$ cat src/rtl/fetch_queue_if.sv
// Fetch/Decode handshake bundle for the instruction fetch queue.
// The queue sits on the slave side; Fetch/Decode (or a bench) drive the master side.
interface fetch_queue_if #(
  parameter int DEPTH = 4
);
  localparam int PTR_W = $clog2(DEPTH);

  logic              flush;
  logic              valid_in;
  logic [31:0]       instr_in;
  logic [31:0]       pc_in;
  logic [31:0]       pc_4_in;
  logic              ready_out;
  logic              valid_out;
  logic [31:0]       instr_out;
  logic [31:0]       pc_out;
  logic [31:0]       pc_4_out;
  logic              ready_in;
  logic [PTR_W:0]    count;

  modport slave (
    input  flush, valid_in, instr_in, pc_in, pc_4_in, ready_in,
    output ready_out, valid_out, instr_out, pc_out, pc_4_out, count
  );

  modport master (
    output flush, valid_in, instr_in, pc_in, pc_4_in, ready_in,
    input  ready_out, valid_out, instr_out, pc_out, pc_4_out, count
  );
endinterface

$ cat src/rtl/fetch_queue.sv
// Circular instruction buffer between Fetch and Decode: {instr, pc, pc_4} entries,
// registered-only data path, single-cycle flush on redirect.
module fetch_queue #(
  parameter int DEPTH = 4,
  localparam int PTR_W = $clog2(DEPTH)
) (
  input  logic           clk,
  input  logic           reset,
  fetch_queue_if.slave   q
);

  localparam logic [PTR_W:0]   CNT_FULL = (PTR_W+1)'(DEPTH);
  localparam logic [PTR_W:0]   CNT_ONE  = (PTR_W+1)'(1);
  localparam logic [PTR_W-1:0] PTR_ONE  = PTR_W'(1);

  logic [95:0]      mem [DEPTH];
  logic [PTR_W-1:0] head_ptr;
  logic [PTR_W-1:0] tail_ptr;
  logic [PTR_W:0]   count_q;

  logic             full;
  logic             empty;
  logic             push;
  logic             pop;
  logic [95:0]      head_entry;

  assign full  = (count_q == CNT_FULL);
  assign empty = (count_q == '0);

  // ready_out depends on occupancy only, so a full queue never passes through on a pop.
  assign push = q.valid_in && !full;
  assign pop  = !empty && q.ready_in;

  always_ff @(posedge clk or posedge reset) begin
    if (reset) begin
      head_ptr <= '0;
      tail_ptr <= '0;
      count_q  <= '0;
      for (int i = 0; i < DEPTH; i++) begin
        mem[i] <= '0;
      end
    end else if (q.flush) begin
      // Storage is left stale; it stays hidden because valid_out drops.
      head_ptr <= '0;
      tail_ptr <= '0;
      count_q  <= '0;
    end else begin
      if (push) begin
        mem[tail_ptr] <= {q.instr_in, q.pc_in, q.pc_4_in};
        tail_ptr      <= tail_ptr + PTR_ONE;
      end
      if (pop) begin
        head_ptr <= head_ptr + PTR_ONE;
      end
      unique case ({push, pop})
        2'b10:   count_q <= count_q + CNT_ONE;
        2'b01:   count_q <= count_q - CNT_ONE;
        default: count_q <= count_q;
      endcase
    end
  end

  always_comb begin
    head_entry = '0;
    if (!empty) begin
      head_entry = mem[head_ptr];
    end
  end

  assign q.ready_out = !full;
  assign q.valid_out = !empty;
  assign q.instr_out = head_entry[95:64];
  assign q.pc_out    = head_entry[63:32];
  assign q.pc_4_out  = head_entry[31:0];
  assign q.count     = count_q;

endmodule
$ cat src/flat_wrapper.sv
// flat-port wrapper written by rule: the top's interface ports become plain ports
module fetch_queue_flat 
#(
  parameter int DEPTH = 4,
  localparam int PTR_W = $clog2(DEPTH)
)
  (clk, reset, q_flush, q_valid_in, q_instr_in, q_pc_in, q_pc_4_in, q_ready_in, q_ready_out, q_valid_out, q_instr_out, q_pc_out, q_pc_4_out, q_count);
  fetch_queue_if #(.DEPTH(DEPTH)) q_i ();
  input  logic clk;
  input  logic reset;
  input wire logic [$bits(q_i.flush)-1:0] q_flush;
  input wire logic [$bits(q_i.valid_in)-1:0] q_valid_in;
  input wire logic [$bits(q_i.instr_in)-1:0] q_instr_in;
  input wire logic [$bits(q_i.pc_in)-1:0] q_pc_in;
  input wire logic [$bits(q_i.pc_4_in)-1:0] q_pc_4_in;
  input wire logic [$bits(q_i.ready_in)-1:0] q_ready_in;
  output wire logic [$bits(q_i.ready_out)-1:0] q_ready_out;
  output wire logic [$bits(q_i.valid_out)-1:0] q_valid_out;
  output wire logic [$bits(q_i.instr_out)-1:0] q_instr_out;
  output wire logic [$bits(q_i.pc_out)-1:0] q_pc_out;
  output wire logic [$bits(q_i.pc_4_out)-1:0] q_pc_4_out;
  output wire logic [$bits(q_i.count)-1:0] q_count;
  assign q_i.flush = q_flush;
  assign q_i.valid_in = q_valid_in;
  assign q_i.instr_in = q_instr_in;
  assign q_i.pc_in = q_pc_in;
  assign q_i.pc_4_in = q_pc_4_in;
  assign q_i.ready_in = q_ready_in;
  assign q_ready_out = q_i.ready_out;
  assign q_valid_out = q_i.valid_out;
  assign q_instr_out = q_i.instr_out;
  assign q_pc_out = q_i.pc_out;
  assign q_pc_4_out = q_i.pc_4_out;
  assign q_count = q_i.count;
  fetch_queue #(.DEPTH(DEPTH)) u_core (.clk(clk), .reset(reset), .q(q_i));
endmodule
$ cat config.mk
export PLATFORM = sky130hd
export DESIGN_NAME = fetch_queue_flat
export DESIGN_NICKNAME = d
export VERILOG_FILES = /design/src/rtl/fetch_queue_if.sv /design/src/rtl/fetch_queue.sv /design/src/flat_wrapper.sv
export SDC_FILE = /design/constraint.sdc
export NUM_CORES = 1
export LEC_CHECK = 0
export ABC_AREA = 1
export BUFFER_PORTS_ARGS = -buffer_cell sky130_fd_sc_hd__buf_2
export CAP_MARGIN = 10
export CORE_MARGIN = 4
export CORE_UTILIZATION = 40
export DETAILED_ROUTE_END_ITERATION = 7
export PLACE_DENSITY_LB_ADDON = 0.3
export SLEW_MARGIN = 20
export SYNTH_ARGS = -nofsm -noshare
export SYNTH_HDL_FRONTEND = slang
export SYNTH_SLANG_ARGS = --single-unit
$ cat constraint.sdc
create_clock -name clk -period 14.2 [get_ports clk]
set_input_delay 0.71 -clock clk [delete_from_list [all_inputs] [get_ports clk]]
set_output_delay 0.71 -clock clk [all_outputs]
set_load 0.01 [all_outputs]
==> reports/results.tsv, run 1 <==
metric	value	unit
cp-end-kind	output port	
final_area	0.0211	sq mm
intPower	2.88	mW
final_util	45.2	%
antenna_found_initial	1	
cts_buffers	45	
clockBufferDepth	3	
hold_path.class	in -> async	
synth_cell_types	22	
startpoint	u_core.head_ptr[0]$_DFFE_PP0P_	
die_y	226	um
p_total	4.63	mW
dr.first_iter.drc_count	1109	
crit_slowest_cell	buf_4	
grt_usage	18.5	%
power_density	219	mW/mm^2
p_leak	10.2	nW
clock_latency	0.55	ns
tightest_slew	1.09	ns
p_seq_share	39.6	%
boundaryPins	202	
seq_area_frac_synth	51.5	%
synth.avg_cell_area	8.88	sq um
synth_top_area_cell	dfrtp_1	
setup_viol	0	
synthTopCellsByArea	dfrtp_1 51%, o21ai_2 13%, nand2_1 7.9%, nor2_1 7.6%, o21ai_0 6.1%	
hold_violations	0	
routed_wl	47200	um
portBuffers	201	
syn_area	0.0190	sq mm
grt_overflow	0	
cts.sinks	391	
clk_pin_slew	0.06	ns
dpl-instance-area	0.0197	sq mm
cp.arrival	3.92	ns
status	finished, final reports clean	
syn_inst	2139	
worstPathMaxFanout	87	
cts_tree	built	
viasPerCell	5.05	
htreeDepth	2	
fin_crit_sh	32.6	%
tns	0	ns
wl_per_cell	16.4	um
ys_async_sr_fraction	100	%
drcViolationCount	0	
synth_common_cells	401 x nand2_1, 391 x dfrtp_1, 385 x nor2_1	
die-area	0.0511	sq mm
switching_share	38.0	%
yosys.area.top_type_share	51.5	%
grt_max_degree	171	
vias	14500	
start_util	40.6	%
place_congestion	0.738	
critical_path.max_stage_delay	0.92	ns
coreArea	0.0468	sq mm
drive_above_1_share	25.0	%
grt_pass1_wl	76900	um
synth-seq-cells	391	
switchingPower	1.76	mW
crit_path_start_kind	flop	
combPwrFrac	36.3	%
ant_nets	0	
timing.fmax	216	MHz
rr_startpoint	u_core.q.count[0]$_DFFE_PP0P_	
maxSlewHeadroom	27.0	%
grt_pass1_vias	14300	
synth_edf_count	0	
fin_skew	0.0124	ns
fp-row-count	79	
fp.dieW	226	um
wl_met2	22800	um
path_class	reg -> out	
yosysMostFrequentCell	nand2_1	
yosys_warnings	0	
wl_met3	1970	um
drv_slew	0	
area_growth	11.2	%
drv_cap	0	
postCtsSetupBuffers	0	
ir_drop	0.101	mV
cp.required	13.49	ns
path_cells	buf_4, buf_4, nor2_1, nor2_1, o21ai_0, a21oi_1, buf_2	
postCtsHoldBufs	0	
place_hpwl	26300	um
ctsResizeCount	0	
m1WireLength	21400	um
rsz0062_at_grt	no	
post-route-min-period	4.63	ns
drt_pass1_iterations	5	
nets	2349	
syn-num-nets	2245	
routed.top_layer	met4	
cts_root_buffer	clkbuf_16	
yosys_most_used_dff	dfrtp_1	
clockPowerShare	24.1	%
-- placed cells by master (no fill, tap or decap), drive strengths merged --
cell and n:
ha 4, nor2 387, fa 1, xnor2 1, o21ai 579, a21oi 99, dfrtp 391, bufinv 2
clkbuf 67, buf 215, nand2 407, diode 1, inv 105, clkinv 8, nand3 4, nand3b 1
-- cells by family (layout without fill, tap and decap cells) --
kind of cell	after synthesis	count (layout)	share of synthesized area [%]
AOI/OAI and AO/OA	678	678	23.3
xor gates and xnor gates	1	1	0.0461
adders and majority gates	5	5	0.369
buffers and inverters	265	397	8.65
DFF	391	391	51.5
other	0	1	0
and+or+nand+nor	799	799	16.2
-- critical path, delay by kind of cell, from the launching register on --
| kind | cells | cell delay, ns |
|---|---|---|
| flops | 1 | 0.82 |
| compound gates | 2 | 0.41 |
| buf+inv | 3 | 1.84 |
| simple gates | 2 | 0.22 |
-- state kept, by name (all words and copies together) (netlist names) --
register and cells:
u_core.mem 384, u_core.head_ptr 2, u_core.tail_ptr 2, u_core.q.count 3
-- metrics by stage --
stage | setup WS [ns] | cells | hold slack, ns
2_1_floorplan | 2.62 | 2139 | 0.448
3_3_place_gp | 10.18 | 2802 | 0.458
3_5_place_dp | 10.16 | 2802 | 0.462
4_1_cts | 9.54 | 2877 | 0.288
5_1_grt | 9.30 | 2878 | 0.316
6_report | 9.57 | 2879 | 0.279
-- metal layers --
metal  global-route usage, %  vias to the layer above
met4                    4.94                        0
met1                    25.1                     7026
li1                        -                     7156
met2                    30.8                      287
met5                       0                        -
met3                    3.24                       76
-- power by group through the flow --
stage	clock (mW)	combinational [mW]	sequential [mW]
floorplan	0	1.28	1.77
global placement	0	1.67	1.83
detailed placement	0	1.70	1.85
CTS	1.15	1.71	1.83
global route	1.20	1.92	1.89
finish	1.12	1.68	1.84
-- final timing paths --
path                       slack (ns)  cells past startpoint                             end
setup / recovery                 9.57                      7                    q_pc_out[22]
hold / removal                   0.28                      2     u_core.mem[243]$_DFFE_PP0P_
setup reg to reg                11.25                      7     u_core.mem[376]$_DFFE_PP0P_
hold reg to reg                  0.47                      2      u_core.mem[28]$_DFFE_PP0P_
max in group asynchronous       12.48                      3  u_core.head_ptr[1]$_DFFE_PP0P_
min in group clk                 0.44                      3  u_core.head_ptr[0]$_DFFE_PP0P_
-- area by class of cell --
cell class	count	area, sq um
well taps	607	759
clock buffers	67	1320
flip-flops and latches	391	9790
repair buffers	215	1140
diodes	1	2.50
inverters	107	414
fillers	4558	25600
multi-input cells	1483	7610
clock inverters	8	90.1
(Power assumes the default switching activity.)
==> run 2: changes to the inputs <==
- clock period: 14.2 -> 4.3 ns (I/O delays scaled with it)
==> reports/results.tsv, run 2 (synthesized netlist as in run 1, its figures left out) <==
metric	value	unit	change
status	finished, final reports clean		
whs_path_depth	3		
power_density	707	mW/mm^2	+220%
clockPowerShare	25.2	%	+1.1 points
vias	15100		+3.5%
grt_max_degree	155		-9.4%
cp.required	4.09	ns	-9.40 ns
rsz0062_at_grt	no		
cp-end-kind	output port		
worstPathMaxFanout	64		-26%
path_class	reg -> out		
place_congestion	0.761		+3.1%
drv_cap	0		unchanged
p_leak	10.7	nW	+5.0%
antenna_found_initial	1		unchanged
fp.dieW	226	um	unchanged
cts.sinks	391		unchanged
setup_viol	0		unchanged
clockBufferDepth	3		unchanged
grt_pass1_vias	14900		+4.8%
place_hpwl	27200	um	+3.4%
start_util	40.6	%	unchanged
wl_per_cell	16.3	um	-0.74%
hold-path-endpoint	u_core.mem[221]$_DFFE_PP0P_		
maxSlewHeadroom	29.0	%	+1.9 points
die_y	226	um	unchanged
place_inst	2809		+0.25%
p_seq_share	38.4	%	-1.2 points
boundaryPins	202		unchanged
drcViolationCount	0		unchanged
htreeDepth	2		unchanged
rr_startpoint	u_core.q.count[0]$_DFFE_PP0P_		
n_antenna_cell	0		-1
ant_nets	0		unchanged
cts_tree	built		
area_growth	17.4	%	
fp-row-count	79		unchanged
portBuffers	201		unchanged
setup_slack	1.01	ns	-8.56 ns
drive_above_1_share	24.5	%	-0.51 points
cts_root_buffer	clkbuf_16		
mostFrequentLayoutCells	401 x nand2_1, 389 x dfrtp_1, 385 x nor2_1, 274 x o21ai_2, 231 x o21ai_0		
routed_wl	48500	um	+2.8%
clock_latency	0.57	ns	+0.02 ns
post-route-min-period	3.29	ns	
drv_slew	0		unchanged
viasPerCell	5.05		about the same
die-area	0.0511	sq mm	unchanged
grt_usage	19.0	%	+0.48 points
hold_path.class	in -> reg		
fin_skew	0.0139	ns	+0.00153 ns
combPwrFrac	36.4	%	about the same
grt_pass1_wl	79200	um	+3.0%
grt_overflow	0		unchanged
clk_pin_slew	0.06	ns	about the same
nets	2448		+4.2%
tightest_slew	1.07	ns	-0.0289 ns
largest_register	u_core.mem		
fin_crit_sh	76.4	%	
dp_slack	1.60	ns	-8.55 ns
nFillCells	4478		-1.8%
hp-start	q_pc_4_in[29]		
worstReg2RegEnd	u_core.mem[368]$_DFFE_PP0P_		
switchingPower	5.95	mW	+240%
fin_cells	2983		+3.6%
hold_violations	0		unchanged
switching_share	37.7	%	-0.28 points
dr.first_iter.drc_count	1082		-2.4%
final_common_cell	nand2_1		
intPower	9.83	mW	+240%
timing.fmax	304	MHz	
rrSetupSlack	1.83	ns	-9.42 ns
timing.hold.ws	0.0320	ns	-0.247 ns
drt_pass1_iterations	5		unchanged
ir_drop	0.394	mV	+290%
crit_path_start_kind	flop		
reg2reg_depth	8		+1
cts_buffers	45		unchanged
coreArea	0.0468	sq mm	unchanged
cp.arrival	3.07	ns	-0.85 ns
ctsResizeCount	0		unchanged
largest_reg_flops	384		unchanged
## run 2: cell types whose count changed in the layout (fill, tap and decap cells not counted)
cell | previous run | this run
bufinv_16 | 2 | 4
buf_12 | 1 | 8
clkbuf_8 | 11 | 12
clkbuf_1 | 11 | 9
diode_2 | 1 | 0
clkbuf_16 | 45 | 47
inv_8 | 1 | 0
dlygate4sd3_1 | 0 | 93
clkinvlp_4 | 0 | 2
inv_6 | 0 | 2
buf_16 | 1 | 0
## run 2: worst max path at each step
stage / end / slack, ns / startpoint
2_1_floorplan: u_core.head_ptr[0]$_DFFE_PP0P_ / -1.17 / reset
3_3_place_gp: q_instr_out[10] / 1.65 / u_core.head_ptr[0]$_DFFE_PP0P_
3_5_place_dp: q_instr_out[22] / 1.60 / u_core.head_ptr[0]$_DFFE_PP0P_
4_1_cts: q_pc_out[29] / 0.95 / u_core.head_ptr[0]$_DFFE_PP0P_
5_1_grt: q_instr_out[22] / 0.78 / u_core.head_ptr[0]$_DFFE_PP0P_
6_report: q_pc_out[29] / 1.01 / u_core.head_ptr[0]$_DFFE_PP0P_
## run 2: metrics by stage
stage	utilization, %	power (mW)	TNS, ns	instance area [sq um]
floorplan	-	10.1	-459.38	19000
global placement	42.4	11.6	0	19800
detailed placement	42.4	11.8	0	19800
CTS	47.7	15.9	0	22300
global route	47.7	16.9	0	22300
finish	47.7	15.8	0	22300
## run 2: critical path, stage by stage, from the launching register on
cell and delay, ns:
dfrtp_4 0.69, inv_4 0.57, buf_4 0.59, o21ai_0 0.20, a21oi_1 0.23, buf_2 0.18
## run 2: area by class of cell
cell class              instances  area, sq um  share of cell area, %
repair buffers                314         2190                   9.80
well taps                     607          759                   3.40
clock inverters                13          175                  0.785
flip-flops and latches        391         9790                   43.9
clock buffers                  68         1380                   6.16
multi-input cells            1483         7610                   34.1
inverters                     107          410                   1.84
## run 2: timing repair
| item | CTS | global route |
|---|---|---|
| hold endpoints to repair | 367 | 0 |
| buffers inserted | 0 | 0 |
| hold buffers | 93 | 0 |
## run 2: power groups by stage
stage                     sequential (mW)  clock [mW]  combinational (mW)
after detailed placement             6.09           0                5.70
final                                6.06        3.97                5.74
after CTS                            6.04        4.08                5.80
after floorplan                      5.85           0                4.24
after global placement               6.03           0                5.61
after global routing                 6.24        4.22                6.48
## run 2: routing by layer
| layer | vias to the layer above | share of wire [%] | global-route usage [%] |
|---|---|---|---|
| li1 | 7372 | - | - |
| met1 | 7319 | 45 | 25.7 |
| met2 | 299 | 48 | 31.6 |
| met3 | 67 | 4.0 | 2.85 |
| met4 | 2 | 2.2 | 5.81 |
| met5 | - | 0.035 | 0 |
